--- src/rtl/boot_sequencer.sv ---
// Boot image loader: receives a little-endian length header and data words over
// a byte stream, writes them to memory, holds the CPU in reset, then hands the bus over.
module boot_sequencer #(
  parameter logic [31:0] BASE_ADDR  = 32'h0000_0000,
  parameter int unsigned MAX_WORDS  = 1024,
  parameter int unsigned RESET_HOLD = 4
) (
  input  logic        clk,
  input  logic        reset,
  input  logic [7:0]  rxData,
  input  logic        rxValid,
  output logic        rxReady,
  input  logic        bootRequest,
  output logic        cpuReset,
  input  logic [31:0] cpuAddress,
  input  logic [31:0] cpuDataOut,
  input  logic        cpuWriteEnable,
  output logic [31:0] memAddress,
  output logic [31:0] memDataOut,
  output logic        memWriteEnable,
  output logic        busy,
  output logic        error
);

  localparam int unsigned W = 32;

  typedef enum logic [2:0] {
    S_HEADER,
    S_LOAD,
    S_WRITE,
    S_HOLD,
    S_RUN,
    S_ERROR
  } state_t;

  state_t         state;
  logic [1:0]     byte_cnt;
  logic [W-1:0]   word;
  logic [W-1:0]   n_words;
  logic [W-1:0]   index;
  logic [W-1:0]   hold_cnt;

  logic           rx_fire;
  logic           in_run;
  logic [W-1:0]   next_word;
  logic [W-1:0]   load_sum;
  logic [W-1:0]   load_addr;

  assign rx_fire   = rxValid && rxReady;
  assign in_run    = (state == S_RUN) && !reset;
  // Bytes shift in from the top so the first byte ends up in bits [7:0].
  assign next_word = {rxData, word[W-1:8]};
  assign load_sum  = BASE_ADDR + {index[W-3:0], 2'b00};
  assign load_addr = {load_sum[W-1:2], 2'b00};

  always_ff @(posedge clk) begin
    if (reset) begin
      state    <= S_HEADER;
      byte_cnt <= 2'd0;
      word     <= '0;
      n_words  <= '0;
      index    <= '0;
      hold_cnt <= '0;
    end else begin
      case (state)
        S_HEADER: begin
          if (rx_fire) begin
            word     <= next_word;
            byte_cnt <= byte_cnt + 2'd1;
            if (byte_cnt == 2'd3) begin
              n_words  <= next_word;
              index    <= '0;
              hold_cnt <= '0;
              if (next_word == '0)
                state <= S_HOLD;
              else if (next_word > W'(MAX_WORDS))
                state <= S_ERROR;
              else
                state <= S_LOAD;
            end
          end
        end
        S_LOAD: begin
          if (rx_fire) begin
            word     <= next_word;
            byte_cnt <= byte_cnt + 2'd1;
            if (byte_cnt == 2'd3)
              state <= S_WRITE;
          end
        end
        S_WRITE: begin
          index <= index + W'(1);
          if ((index + W'(1)) == n_words) begin
            hold_cnt <= '0;
            state    <= S_HOLD;
          end else begin
            state <= S_LOAD;
          end
        end
        S_HOLD: begin
          hold_cnt <= hold_cnt + W'(1);
          if ((hold_cnt + W'(1)) >= W'(RESET_HOLD))
            state <= S_RUN;
        end
        S_RUN: begin
          if (bootRequest) begin
            state    <= S_HEADER;
            byte_cnt <= 2'd0;
            word     <= '0;
            n_words  <= '0;
            index    <= '0;
          end
        end
        S_ERROR: state <= S_ERROR;
        default: state <= S_HEADER;
      endcase
    end
  end

  // Status decode; reset overrides so outputs are safe before the first edge.
  assign rxReady  = !reset && ((state == S_HEADER) || (state == S_LOAD));
  assign cpuReset = !in_run;
  assign busy     = !in_run;
  assign error    = !reset && (state == S_ERROR);

  // In RUN the CPU owns the memory bus with no added latency.
  assign memWriteEnable = in_run ? cpuWriteEnable : (!reset && (state == S_WRITE));
  assign memAddress     = in_run ? cpuAddress     : load_addr;
  assign memDataOut     = in_run ? cpuDataOut     : word;

endmodule

--- config.mk ---
export PLATFORM = sky130hd
export DESIGN_NAME = boot_sequencer
export DESIGN_NICKNAME = d
export VERILOG_FILES = /design/src/rtl/boot_sequencer.sv
export SDC_FILE = /design/constraint.sdc
export NUM_CORES = 1
export LEC_CHECK = 0
export CAP_MARGIN = 20
export CORE_MARGIN = 1.5
export CORE_UTILIZATION = 40
export DETAILED_ROUTE_END_ITERATION = 6
export GPL_TIMING_DRIVEN = 1
export PLACE_DENSITY = 0.7
export SETUP_SLACK_MARGIN = 0.02
export SYNTH_ARGS = -nofsm -noshare
export SYNTH_HDL_FRONTEND = slang
export SYNTH_SLANG_ARGS = --single-unit
--- constraint.sdc ---
create_clock -name clk -period 3 [get_ports clk]
set_clock_uncertainty 0.05 [all_clocks]
set_input_delay 0.6 -clock clk [delete_from_list [all_inputs] [get_ports clk]]
set_output_delay 0.6 -clock clk [all_outputs]
set_load 0.005 [all_outputs]
## Word level (Yosys, flattened, before mapping)

Index checks and enable logic that the tools add are counted.
W data, S select, Z words.

| storage, ports and cells | value |
|---|---|
| flip-flop bits (word level) | 133 |
| logic and storage cells | 73 |

| cells by class | value |
|---|---|
| order comparisons | 2 |
| equal/unequal tests | 15 |
| add/subtract/negate cells | 3 |
| reduce and logical (&&, ||, !) cells | 20 |
| mux-type cells | 27 |

Operator list:

| operator | number |
|---|---|
| $mux W32 | 9 |
| $pmux W32 S3 | 2 |
| $pmux W32 S2 | 2 |
| $add A32 B1 Y32 const B | 2 |
| $eq A32 B32 Y1 | 1 |
| $ge A32 B3 Y1 const B | 1 |
| $gt A32 B11 Y1 const B | 1 |
| $logic_not A32 Y1 | 1 |
| $mux W3 | 8 |
| $pmux W3 S6 | 1 |
| $ne A2 B2 Y1 const B | 7 |
| $reduce_and A4 Y1 | 3 |
| $eq A3 B2 Y1 const B | 2 |
| $eq A3 B3 Y1 const B | 2 |
| $mux W2 | 3 |
| $reduce_and A6 Y1 | 1 |
| $reduce_bool A3 Y1 | 2 |
| $logic_and A1 B1 Y1 | 5 |
| $pmux W2 S2 | 1 |
| $reduce_bool A2 Y1 | 2 |
| $eq A3 B1 Y1 const B | 1 |
| $logic_not A3 Y1 | 1 |
| $reduce_and A3 Y1 | 1 |
| $add A2 B1 Y2 const B | 1 |
| other kinds (6) | 7 |

## Depth between registers and ports, before layout

| logic depth | value |
|---|---|
| word-level depth | 6 |
| gate-level depth with buffers | 12 |
| depth with buffers taken out | 10 |

## Worst setup path after synthesis

Ideal clock, no wire load.

| path | value |
|---|---|
| path kind | register to register |
| start point | reg index[0] |
| end point | reg hold_cnt[23] |
| stages on the path, launching flop included | 13 |
| setup time | 0.145 ns |
| path buffers | 2 |
| arrival | 2.701 ns |
| path slack | 0.104 ns |
| data required time | 2.805 ns |
| path through | dfxtp_1 > ha_1 > nand3_2 > or4_1 > buf_2 > a311o_1 > nand3_1 > nand4_1 > nor3_2 > a41oi_2 > o21ai_2 > buf_6 > a41oi_2 |

| between the ends | value |
|---|---|
| longest elaborated chain between the ends | 4 |

RTL lines:

| element | RTL line | source |
|---|---|---|
| from (decl) | 40 | `logic [W-1:0] index;` |
| from (signal assigned) | 92 | `index <= index + W'(1);` |
| $add A32 B1 Y32 | 93 | `if ((index + W'(1)) == n_words) begin` |
| $eq A32 B32 Y1 | 93 |  |
| $ne A2 B2 Y1 (no source line) | -- |  |
| $reduce_and A4 Y1 (no source line) | -- |  |
| to (signal assigned) | 101 | `hold_cnt <= hold_cnt + W'(1);` |
| to (decl) | 41 | `logic [W-1:0] hold_cnt;` |

No other way between the ends.
A chain may end at the register's enable or synchronous reset.

## Worst setup path after layout

| path | value |
|---|---|
| start point | reg state[0] |
| end point | out memDataOut[10] |

| between the ends | value |
|---|---|
| longest elaborated chain between the ends | 3 |

RTL lines:

| element | RTL line | source |
|---|---|---|
| from (decl) | 36 | `state_t state;` |
| from (signal assigned) | 58 | `state <= S_HEADER;` |
| from (signal assigned) | 75 | `state <= S_HOLD;` |
| from (signal assigned) | 77 | `state <= S_ERROR;` |
| $eq A3 B3 Y1 | 50 | `assign in_run = (state == S_RUN) && !reset;` |
| $logic_and A1 B1 Y1 | 50 |  |
| $mux W32 | 129 | `assign memDataOut = in_run ? cpuDataOut : word;` |
| to (decl) | 19 | `output logic [31:0] memDataOut,` |

No other way between the ends.

==> flow_summary.yaml <==
floorplanning:
  start_util_pct: 41.21
  die_y_microns: 145.5
  core-area_sq_mm: 0.01972
  die_w_microns: 145.5
  design.die.area_sq_mm: 0.02118
  rows: 51
  pin_count: 146
critical_path:
  arrival_ns: 2.34
  crit_required_ns: 2.35
  cpPeakStageDelay_ns: 0.44
  critPathCaptureType: "output port"
  cp_max_fo: 8
  cp_slowest_cell: "clkdlybuf4s50_1"
  cp-start-kind: "register"
  path_cells: "nor2_2 > nand2_2 > nor2_4 > buf_6 > clkbuf_16 > mux2_2 > clkdlybuf4s50_1"
  critical_path_class: "reg2out"
final_layout:
  final_nets: 1285
  drive_gt1_share_pct: 21.67
  syn_to_final_growth_pct: 39.51
  area.sequential_sq_mm: 0.002679
  n_fill_cell: 1735
  multi_input_area_sq_mm: 0.005206
  post-route-util_pct: 57.50
  layout.cells.non_filler: 1483
  stdcell_area_sq_mm: 0.01134
  n_antenna_cell: 0
global_route:
  grt_use_total_pct: 23.74
  grt_pass1_wl_microns: 40800
  globalRouteOverflowTotal: 0
  antenna_found_initial: 0
  grt_max_degree: 91
  grt_pass1_vias: 7682
run_status:
  outcome: "complete, no violations"
routing:
  wire_per_inst_microns: 18.13
  vias: 8546
  vias_per_cell: 5.763
  dr.max_layer_used: "met4"
  dr_wl_met2_microns: 12210
  drc: 0
  wl_met1_microns: 12160
  finalWirelength_microns: 26880
  dr.pass1.iters: 6
  dr.first_iter.drc_count: 831
  ant_nets: 0
  wl_met3_microns: 1972
logic_synthesis:
  synth-edff-count: 0
  ys.flop_type: "dfxtp_1"
  synth-async-reset-ratio_pct: 0
  synth_nets: 1093
  synth_cell_types: 64
  synth_common_cells: "133 x dfxtp_1, 96 x nand2_1, 94 x nor2_1, 89 x a21oi_1, 68 x clkbuf_1"
  synth-seq-cells: 133
  yosysTopAreaCell: "dfxtp_1"
  avgSynthCellArea_sq_um: 8.022
  yosysSeqAreaShare_pct: 32.76
  yosysTopAreaCellShare_pct: 32.76
  synthCells: 1013
  synthMostInstantiatedCell: "dfxtp_1"
  ys_warn_count: 0
  synthTopCellsByArea: "dfxtp_1 33%, mux2_2 8.5%, a21oi_1 5.5%, xnor2_1 4.6%, nand2_1 4.4%"
  synth_area_sq_mm: 0.008127
power:
  combPwrFrac_pct: 5.8
  vdd_drop_max_uv: 398.4
  pwr-share-clk_pct: 49.5
  power_leakage_nw: 4.312
  powerDensity_mw_per_mm2: 354.0
  p_int_mw: 3.013
  p_total_mw: 4.013
  switching_share_pct: 24.92
  p_sw_uw: 999.9
  sequentialPowerShare_pct: 44.6
placed_design:
  post-place-cells: 1427
  place_congestion: 0.9346
  place_ws_ns: -0.1092
  place_area_sq_mm: 0.01026
  port-buffer-count: 145
  hpwl_microns: 17460
sta:
  drv_slew: 0
  finalSetupViolations: 0
  worst_pin_slew_ns: 1.017
  layout_min_cycle_time_ns: 2.985
  hold_viol_final: 0
  rsz0062_at_grt: "yes"
  holdWs_ns: 0.4146
  setup_ws_ns: 0.01478
  slew_headroom_pct: 31.96
  period_share_pct: 99.51
  tns_ns: 0
  fmax_mhz: 335.0
clocking:
  cts.sinks: 133
  root_buffer: "clkbuf_16"
  clock_latency_ns: 0.43
  cts.htree.levels: 4
  path_clk_slew_ns: 0.06
  cts-hold-fix-buffers: 0
  clock_path_buffers: 2
  cts_made_buffers: 17
  cts_tree: "yes"
flow_run:
  max_cap_violations: 0
hold_path:
  hold_path.class: "reg2reg"
## flip-flops by register name, indices dropped and copies added, names as in the netlist
signal	count
n_words	32
word	32
byte_cnt	2
hold_cnt	32
state	3
index	32
## kinds of logic (layout without fill, tap and decap cells)
group,count (synthesis),in the layout,share of synthesized area [%]
AND/OR/NAND/NOR,397,397,25.14
AO/OA/AOI/OAI,256,256,21.14
flip-flops,133,133,32.76
buffers and inverters,100,305,5.204
multiplexers,64,64,8.822
XOR/XNOR,60,60,6.466
adder cells (fa/ha/maj),3,3,0.4619
## power by group through the flow
stage | combinational (mW) | clock [mW] | sequential [mW]
global placement | 0.223 | 0 | 1.83
CTS | 0.229 | 2.01 | 1.79
detailed placement | 0.226 | 0 | 1.83
floorplan | 0.0815 | 0 | 1.82
global route | 0.250 | 2.08 | 1.79
finish | 0.233 | 1.99 | 1.79
## layout by cell type, fill, tap and decap left out, types with 19 or more instances in the layout
cell type	instances
a211oi_1	20
clkbuf_16	21
mux2_2	61
o21ai_0	33
nor3_1	27
nand4_1	19
clkdlybuf4s50_1	137
buf_4	97
nand2_1	95
nor2_1	92
xnor2_1	43
a21oi_1	88
a22oi_1	37
dfxtp_1	120
nand3_1	60
and3_1	23
## metal layers
layer / vias to the layer above / GRT usage [%]
met1: 4058 / 33.67
met5: - / 0
li1: 4103 / -
met3: 38 / 3.887
met4: 0 / 6.939
met2: 347 / 36.93
## area by class of cell
class                           instances  share of cell area, %
Clock buffer                           18                  3.874
Inverter                               13                 0.4304
Timing Repair Buffer                  260                  22.19
Tap cell                              265                  2.925
Multi-Input combinational cell        780                  45.92
Clock inverter                         14                  1.026
Sequential cell                       133                  23.63
## critical path, delay by kind of cell (launching register included)
| kind | cells | cell delay [ns] |
|---|---|---|
| mux | 1 | 0.33 |
| simple gates | 3 | 0.43 |
| flops | 1 | 0.31 |
| buf+inv | 3 | 0.82 |
## final timing paths
check                                              start                         to  slack (ns)  cells past startpoint
worst max-delay path               state[0]$_SDFFE_PP0P_             memDataOut[10]        0.01                      7
worst min-delay path            n_words[28]$_SDFFE_PP0P_   n_words[28]$_SDFFE_PP0P_        0.41                      2
worst max register to register     index[7]$_SDFFE_PP0P_  hold_cnt[23]$_SDFFE_PP0P_        0.04                     11
worst min register to register  n_words[28]$_SDFFE_PP0P_   n_words[28]$_SDFFE_PP0P_        0.41                      2
## timing repair
item | CTS | global route
cloned | 2 | 6
setup buffers | 3 | 13
setup endpoints to repair | 86 | 88
endpoints found under the hold margin | 0 | 0
resized for setup | 11 | 45
pin swaps | 1 | 19
Note: power is estimated with default switching activity, not from simulation.
